**src/rtl/swivm_mem_arbiter.sv**
```systemverilog
// -----------------------------------------------------------------------------
// swivm_mem_arbiter
//
// Shares the single SwiVM main-memory port between two requesters:
//   port 0 - CPU fetch/load/store
//   port 1 - loader/DMA
// One single-word read or write is in flight at a time. A grant issues one
// mem_en cycle, waits MEM_LAT cycles for read data, captures it and pulses
// the winner's ack for one cycle. One IDLE cycle separates transactions.
//
// Optional feature macro: SWIVM_ARB_ROUND_ROBIN_EN
//   defined   - on contention the port not granted last time wins
//   undefined - fixed priority, port 0 over port 1
//
// Parameters:
//   AW      address width (words)
//   DW      data word width
//   MEM_LAT cycles from mem_en sampled high to mem_rdata valid (1..15)
//
// Ports:
//   clk, reset                     clock, synchronous active-high reset
//   req0/we0/addr0/wdata0, ack0    CPU request group and completion pulse
//   req1/we1/addr1/wdata1, ack1    DMA request group and completion pulse
//   rdata                          read data, valid while ack0/ack1 is high
//   mem_en/mem_we/mem_addr/
//   mem_wdata, mem_rdata           memory port
//   busy                           high whenever the FSM is not IDLE
// All outputs are registered.
// -----------------------------------------------------------------------------
module swivm_mem_arbiter #(
    parameter int AW      = 16,
    parameter int DW      = 32,
    parameter int MEM_LAT = 1
) (
    input  logic          clk,
    input  logic          reset,
    input  logic          req0,
    input  logic          we0,
    input  logic [AW-1:0] addr0,
    input  logic [DW-1:0] wdata0,
    output logic          ack0,
    input  logic          req1,
    input  logic          we1,
    input  logic [AW-1:0] addr1,
    input  logic [DW-1:0] wdata1,
    output logic          ack1,
    output logic [DW-1:0] rdata,
    output logic          mem_en,
    output logic          mem_we,
    output logic [AW-1:0] mem_addr,
    output logic [DW-1:0] mem_wdata,
    input  logic [DW-1:0] mem_rdata,
    output logic          busy
);

    typedef enum logic [1:0] {
        IDLE,
        ISSUE,
        WAIT,
        ACK
    } state_t;

    state_t        state, state_nx;
    logic [3:0]    cnt, cnt_nx;
    logic          last_grant, last_grant_nx;
    logic          win, win_nx;          // port owning the current transaction
    logic          txn_we, txn_we_nx;    // write transactions leave rdata alone
    logic          sel;                  // port that would win if granted now

    logic          ack0_nx, ack1_nx, mem_en_nx, mem_we_nx, busy_nx;
    logic [AW-1:0] mem_addr_nx;
    logic [DW-1:0] mem_wdata_nx, rdata_nx;

    // Winner selection; only meaningful when at least one req is high.
    always_comb begin
`ifdef SWIVM_ARB_ROUND_ROBIN_EN
        if (req0 && req1) begin
            sel = ~last_grant;
        end else begin
            sel = ~req0;
        end
`else
        sel = ~req0;
`endif
    end

    always_comb begin
        state_nx      = state;
        cnt_nx        = cnt;
        last_grant_nx = last_grant;
        win_nx        = win;
        txn_we_nx     = txn_we;
        ack0_nx       = 1'b0;
        ack1_nx       = 1'b0;
        mem_en_nx     = 1'b0;
        mem_we_nx     = 1'b0;
        mem_addr_nx   = '0;
        mem_wdata_nx  = '0;
        rdata_nx      = rdata;

        unique case (state)
            IDLE: begin
                if (req0 || req1) begin
                    win_nx        = sel;
                    last_grant_nx = sel;
                    txn_we_nx     = sel ? we1 : we0;
                    mem_en_nx     = 1'b1;
                    mem_we_nx     = sel ? we1 : we0;
                    mem_addr_nx   = sel ? addr1 : addr0;
                    mem_wdata_nx  = sel ? wdata1 : wdata0;
                    state_nx      = ISSUE;
                end
            end
            ISSUE: begin
                cnt_nx   = 4'(MEM_LAT - 1);
                state_nx = WAIT;
            end
            WAIT: begin
                if (cnt == 4'd0) begin
                    if (!txn_we) begin
                        rdata_nx = mem_rdata;
                    end
                    // Ack register is loaded here so it is high during ACK.
                    ack0_nx  = ~win;
                    ack1_nx  = win;
                    state_nx = ACK;
                end else begin
                    cnt_nx = cnt - 4'd1;
                end
            end
            ACK: begin
                state_nx = IDLE;
            end
            default: begin
                state_nx = IDLE;
            end
        endcase

        busy_nx = (state_nx != IDLE);
    end

    always_ff @(posedge clk) begin
        if (reset) begin
            state      <= IDLE;
            cnt        <= '0;
            last_grant <= 1'b1;
            win        <= 1'b0;
            txn_we     <= 1'b0;
            ack0       <= 1'b0;
            ack1       <= 1'b0;
            rdata      <= '0;
            mem_en     <= 1'b0;
            mem_we     <= 1'b0;
            mem_addr   <= '0;
            mem_wdata  <= '0;
            busy       <= 1'b0;
        end else begin
            state      <= state_nx;
            cnt        <= cnt_nx;
            last_grant <= last_grant_nx;
            win        <= win_nx;
            txn_we     <= txn_we_nx;
            ack0       <= ack0_nx;
            ack1       <= ack1_nx;
            rdata      <= rdata_nx;
            mem_en     <= mem_en_nx;
            mem_we     <= mem_we_nx;
            mem_addr   <= mem_addr_nx;
            mem_wdata  <= mem_wdata_nx;
            busy       <= busy_nx;
        end
    end

endmodule

```
**config.mk**
```make
export PLATFORM = sky130hd
export DESIGN_NAME = swivm_mem_arbiter
export DESIGN_NICKNAME = d
export VERILOG_FILES = /design/src/rtl/swivm_mem_arbiter.sv
export SDC_FILE = /design/constraint.sdc
export NUM_CORES = 1
export LEC_CHECK = 0
export ABC_AREA = 1
export ABC_CLOCK_PERIOD_IN_PS = 1900
export CAP_MARGIN = 20
export CELL_PAD_IN_SITES_DETAIL_PLACEMENT = 0
export CELL_PAD_IN_SITES_GLOBAL_PLACEMENT = 1
export CORE_MARGIN = 5
export CORE_UTILIZATION = 25
export CTS_CLUSTER_SIZE = 10
export DETAILED_ROUTE_END_ITERATION = 16
export PLACE_DENSITY_LB_ADDON = 0.1
export SLEW_MARGIN = 20
export SYNTH_ARGS = -nofsm -noshare
export SYNTH_HDL_FRONTEND = slang
export SYNTH_SLANG_ARGS = --single-unit
```
**constraint.sdc**
```tcl
create_clock -name clk -period 1.9 [get_ports clk]
set_input_delay 0.475 -clock clk [delete_from_list [all_inputs] [get_ports clk]]
set_output_delay 0.475 -clock clk [all_outputs]
set_load 0.02 [all_outputs]
```
* Word-level counts from Yosys, hierarchy flattened
Index checks and enable logic that the tools add are counted.
Operators by class: add/sub/neg operators 1, equality and inequality tests 4, mux-type cells 9, bitwise operators 7, reductions and logical operators 11
Operators by type and width (count):
- $mux 32 | 1
- $mux 16 | 1
- $pmux 2 s4 | 1
- $pmux 4 s2 | 1
- $not 1->1 | 7
- $reduce_or 3->1 | 2
- $eq 2x2->1 const B | 2
- $logic_not 4->1 | 1
- $mux 2 | 2
- $mux 4 | 1
- $reduce_and 2->1 | 2
- $reduce_bool 2->1 | 2
- $sub 4x1->4 const B | 1
- $reduce_and 3->1 | 1
- $eq 2x1->1 const B | 1
- $logic_not 2->1 | 1
- $mux 1 | 2
- $ne 2x2->1 const B | 1
- $reduce_or 2->1 | 1
- $logic_or 1x1->1 | 1
Storage, ports and cells: flip-flop bits (word level) 93, input port bits 134, output and inout port bits 85, logic and storage cells 44

* Depth between registers and ports, before layout
Gate-level depths: netlist of the first run.
word-level depth 4, mapped depth 8, depth with buffers taken out 7

* Worst setup path before layout of the first run
Ideal clock, no wire load.
path type flip-flop to flip-flop, from reg state[0], to reg rdata[0], setup time 116 ps, data arrival time 1240 ps, data required time 1784 ps, path slack 544 ps, cell stages (with the launch flop) 9, path buffers 1, clock period less this slack 1356 ps, cell sequence dfxtp_1 > inv_1 > ha_1 > nand3_4 > nor2_4 > inv_2 > buf_6 > nor2_1 > nor2_1
On the way: cells in the longest elaborated chain, start to end 2
Ends and longest elaborated chain:
- start, declared | RTL line 63 | state_t state, state_nx;
- start signal, assigned | RTL line 158 | state <= state_nx;
- $eq 2x2->1 | RTL line 101 | unique case (state)
- $reduce_and 3->1 (no source line)
- end signal, assigned | RTL line 165 | rdata <= rdata_nx;
- end, declared | RTL line 47 | output logic [DW-1:0] rdata,
No other way between the ends. A chain may end at the register's enable or synchronous reset.

* Final worst setup path of the first run
from reg rdata[28], to out rdata[28]
No word-level cell between the ends.

==> run metrics, run 1 <==
DRC viols=0; FF-to-FF End=rdata[23]; share of layout cells above drive strength 1=0.123; Reg2Reg Depth=7; clk_skew=0.00499 ns; leading post-synthesis cells by cell area=dfxtp_1 (52%), a21oi_2 (12%), nand2_1 (12%); Chip Height=roughly 130 um; Reg clk slew, reported paths=0.06 ns; flops & latches, synth=between 90 and 100; Hold Path Sink=ack0; power per cell area=1150 nW/um2; combinational share of power=0.396; Sequential Power Share=0.367; antenna cells=0; critical path's top delay family=buffers and inverters; final hold violations=0; Synth area leader=dfxtp_1; # Max-Cap Violations=0; Setup Viol. Count Final=0; Setup TNS Final=0 ns; number of library cell types mapped by synthesis=26; Most used DFF post-synth=dfxtp_1; clock network power share=0.237; Slew HR=0.635; Synth top cells by count=nand2_1 (110), dfxtp_1 (93), nor2_1 (71), a21oi_2 (48), o21ai_0 (34); min Tclk post-route=roughly 1.8 ns; DIE WIDTH=between 100 and 150 um; endpoint class of the critical path=output pin; unrepaired setup endpoints after global routing=false; antenna violations before repair=0; critical path required time=approximately 1.4 ns; Core Area=13900 um2; CTS Buffer Depth=2; Hold Slack=around 0.41 ns; clk root buf=clkbuf_16; post-synth design cell area=between 3000 and 4000 um2; Post-CTS Setup Bufs=0; Leakage=0.00243 uW; Post-Synthesis Cells=approximately 420; sink count of the clock tree=93; TritonCTS clock tree=built; vias in the first global route=approximately 3700; worst stage delay on the critical path=0.64 ns; Design Area, Final=6160 um2; post-place instance area=5890 um2; Area Growth Syn to Fin=72.3%; Post-synth EDFFs=0; H-tree lvl count=3; largest net degree at the start of global routing=35; Layout Cells excl Fill=820; Die Footprint=16800 um2; flop-to-flop setup slack=0.28 ns; arrival time at the worst endpoint=approximately 1.3 ns; PortBufs=218; placed insts=around 800; fin crit share=0.941; hold_sp=win; hold path cells=1; register area share after synthesis=0.521; critical path cell sequence=clkdlybuf4s50_1; Slowest-stage cell, CP=clkdlybuf4s50_1; Nets=774; f_max=559 MHz; Num CTS Buffers=9; clock latency on the worst-skew pair=0.33 ns; first-pass GRT wire length=18500 um; CTS resizes=0; Worst Setup Start Kind=register; I/O pin count=219; Post-Syn Area per Cell=8.47 um2; WP buf/inv=1; Hold Path Class=reg -> reg; hold_buf cts=0; Switching Share=0.340; DRT Pass-1 Iters=4; Crit Path Class=reg -> out; count leader, synth=nand2_1; WL final=11700 um; Final GP Congestion=around 0.78; row count=43; GRT Resource Usage Total=0.143; Net Sw Power=2400 uW; Worst-Margin Slew=0.547 ns; overflow left after global routing=0; Slew Viols, Final=0; status=completed; synthesized net count=561; share of the synthesized area in the top cell type=0.521; routed len/inst=14.3 um; Detail Route Antenna Nets=0; Internal=4650 uW; initial core utilization=0.257; DRT iter0 DRCs=114; synth warn=0; CP max FO=2; Max VDD drop=0.472 mV; Critical R2R Launch=state[0]; Async S/R FF share, synth=0; DP Wirelength=8820 um; via count=3431; vias per cell=4.18
-- flip-flops by register name (all words and copies together) (netlist names) --
name	cells
mem_en	1
ack0	1
state	2
rdata	32
cnt	4
mem_wdata	32
ack1	1
win	1
mem_we	1
busy	1
mem_addr	16
txn_we	1
-- kinds of logic (layout without fill, tap and decap cells) --
logic type                 after synthesis  after routing  share of synthesized area
AOI/OAI and AO/OA                       90             90                      0.178
muxes                                    1              1                    0.00280
buffers and inverters                   41            259                     0.0658
xor gates and xnor gates                 1              1                    0.00245
DFF                                     93             93                      0.521
adders and majority gates                5              5                     0.0175
and+or+nand+nor                        191            191                      0.213
-- cell type report --
class,instances,area (um2)
Sequential cell,93,1860
Clock inverter,1,5.00
Fill cell,1397,7780
Timing Repair Buffer,228,2260
Clock buffer,15,268
Multi-Input combinational cell,288,1480
Tap cell,180,225
Inverter,15,56.3
-- metal layers --
| metal | wire length, um | vias up | GRT usage | part of all wire |
|---|---|---|---|---|
| met4 | 308 | 0 | 0.0660 | 0.026 |
| li1 | - | 1766 | - | - |
| met5 | 0 | - | 0 | 0 |
| met2 | 5070 | 155 | 0.220 | 0.43 |
| met1 | 4690 | 1490 | 0.160 | 0.40 |
| met3 | 1650 | 20 | 0.0820 | 0.14 |
-- through the flow --
step                 util  total power [uW]  worst slack [ns]
floorplan               -              4190             0.544
global placement    0.422              5440            0.0534
detailed placement  0.422              5470            0.0396
CTS                 0.442              7190            0.0812
global route        0.442              7540            0.0624
finish              0.442              7050             0.112
-- power by group through the flow --
stage	logic [uW]	registers [uW]	clock network, uW
floorplan	1060	3130	0
global placement	2820	2620	0
detailed placement	2840	2630	0
CTS	2850	2590	1750
global route	3060	2640	1830
finish	2790	2590	1670
-- cell usage in the layout (no fill, tap or decap) --
cell type        Yosys  routed
nand3_4              1       1
clkdlybuf4s50_1      0     217
buf_2                5       1
clkbuf_8             0       2
clkbuf_1             8       4
nor2_4               2       2
mux2i_1              1       1
clkinv_2             0       1
o21ai_2              1       1
inv_2                1       1
nand2_1            110     110
xor2_1               1       1
or2_2                1       2
nor2_2               1       1
nand3_1              2       2
buf_4                4       9
buf_12               0       1
clkinv_1             1       1
nand4_1              2       2
a21oi_1              6       6
a21oi_2             48      48
ha_1                 5       5
clkbuf_16            0       9
inv_1               13      13
a31oi_1              1       1
dfxtp_1             93      93
nor2_1              71      71
o21ai_0             34      34
-- how the worst max path moves through the flow --
stage / from / end / slack [ns] / cells after the start
finish: rdata[28] / rdata[28] / 0.11 / 1
global route: rdata[28] / rdata[28] / 0.06 / 1
CTS: rdata[25] / rdata[25] / 0.08 / 1
detailed placement: req1 / mem_wdata[8] / 0.04 / 5
global placement: req1 / mem_wdata[5] / 0.05 / 5
floorplan: state[0] / rdata[0] / 0.54 / 8
(Power assumes the default switching activity.)
==> run 2: changes to the inputs <==
--- a/config.mk
+++ b/config.mk
@@ -14,6 +14,7 @@
 export CORE_UTILIZATION = 25
 export CTS_CLUSTER_SIZE = 10
 export DETAILED_ROUTE_END_ITERATION = 16
+export GPL_ROUTABILITY_DRIVEN = 0
 export PLACE_DENSITY_LB_ADDON = 0.1
 export SLEW_MARGIN = 20
 export SYNTH_ARGS = -nofsm -noshare
==> results of run 2 <==
Final layout, timing and power as in run 1 (identical DEF).
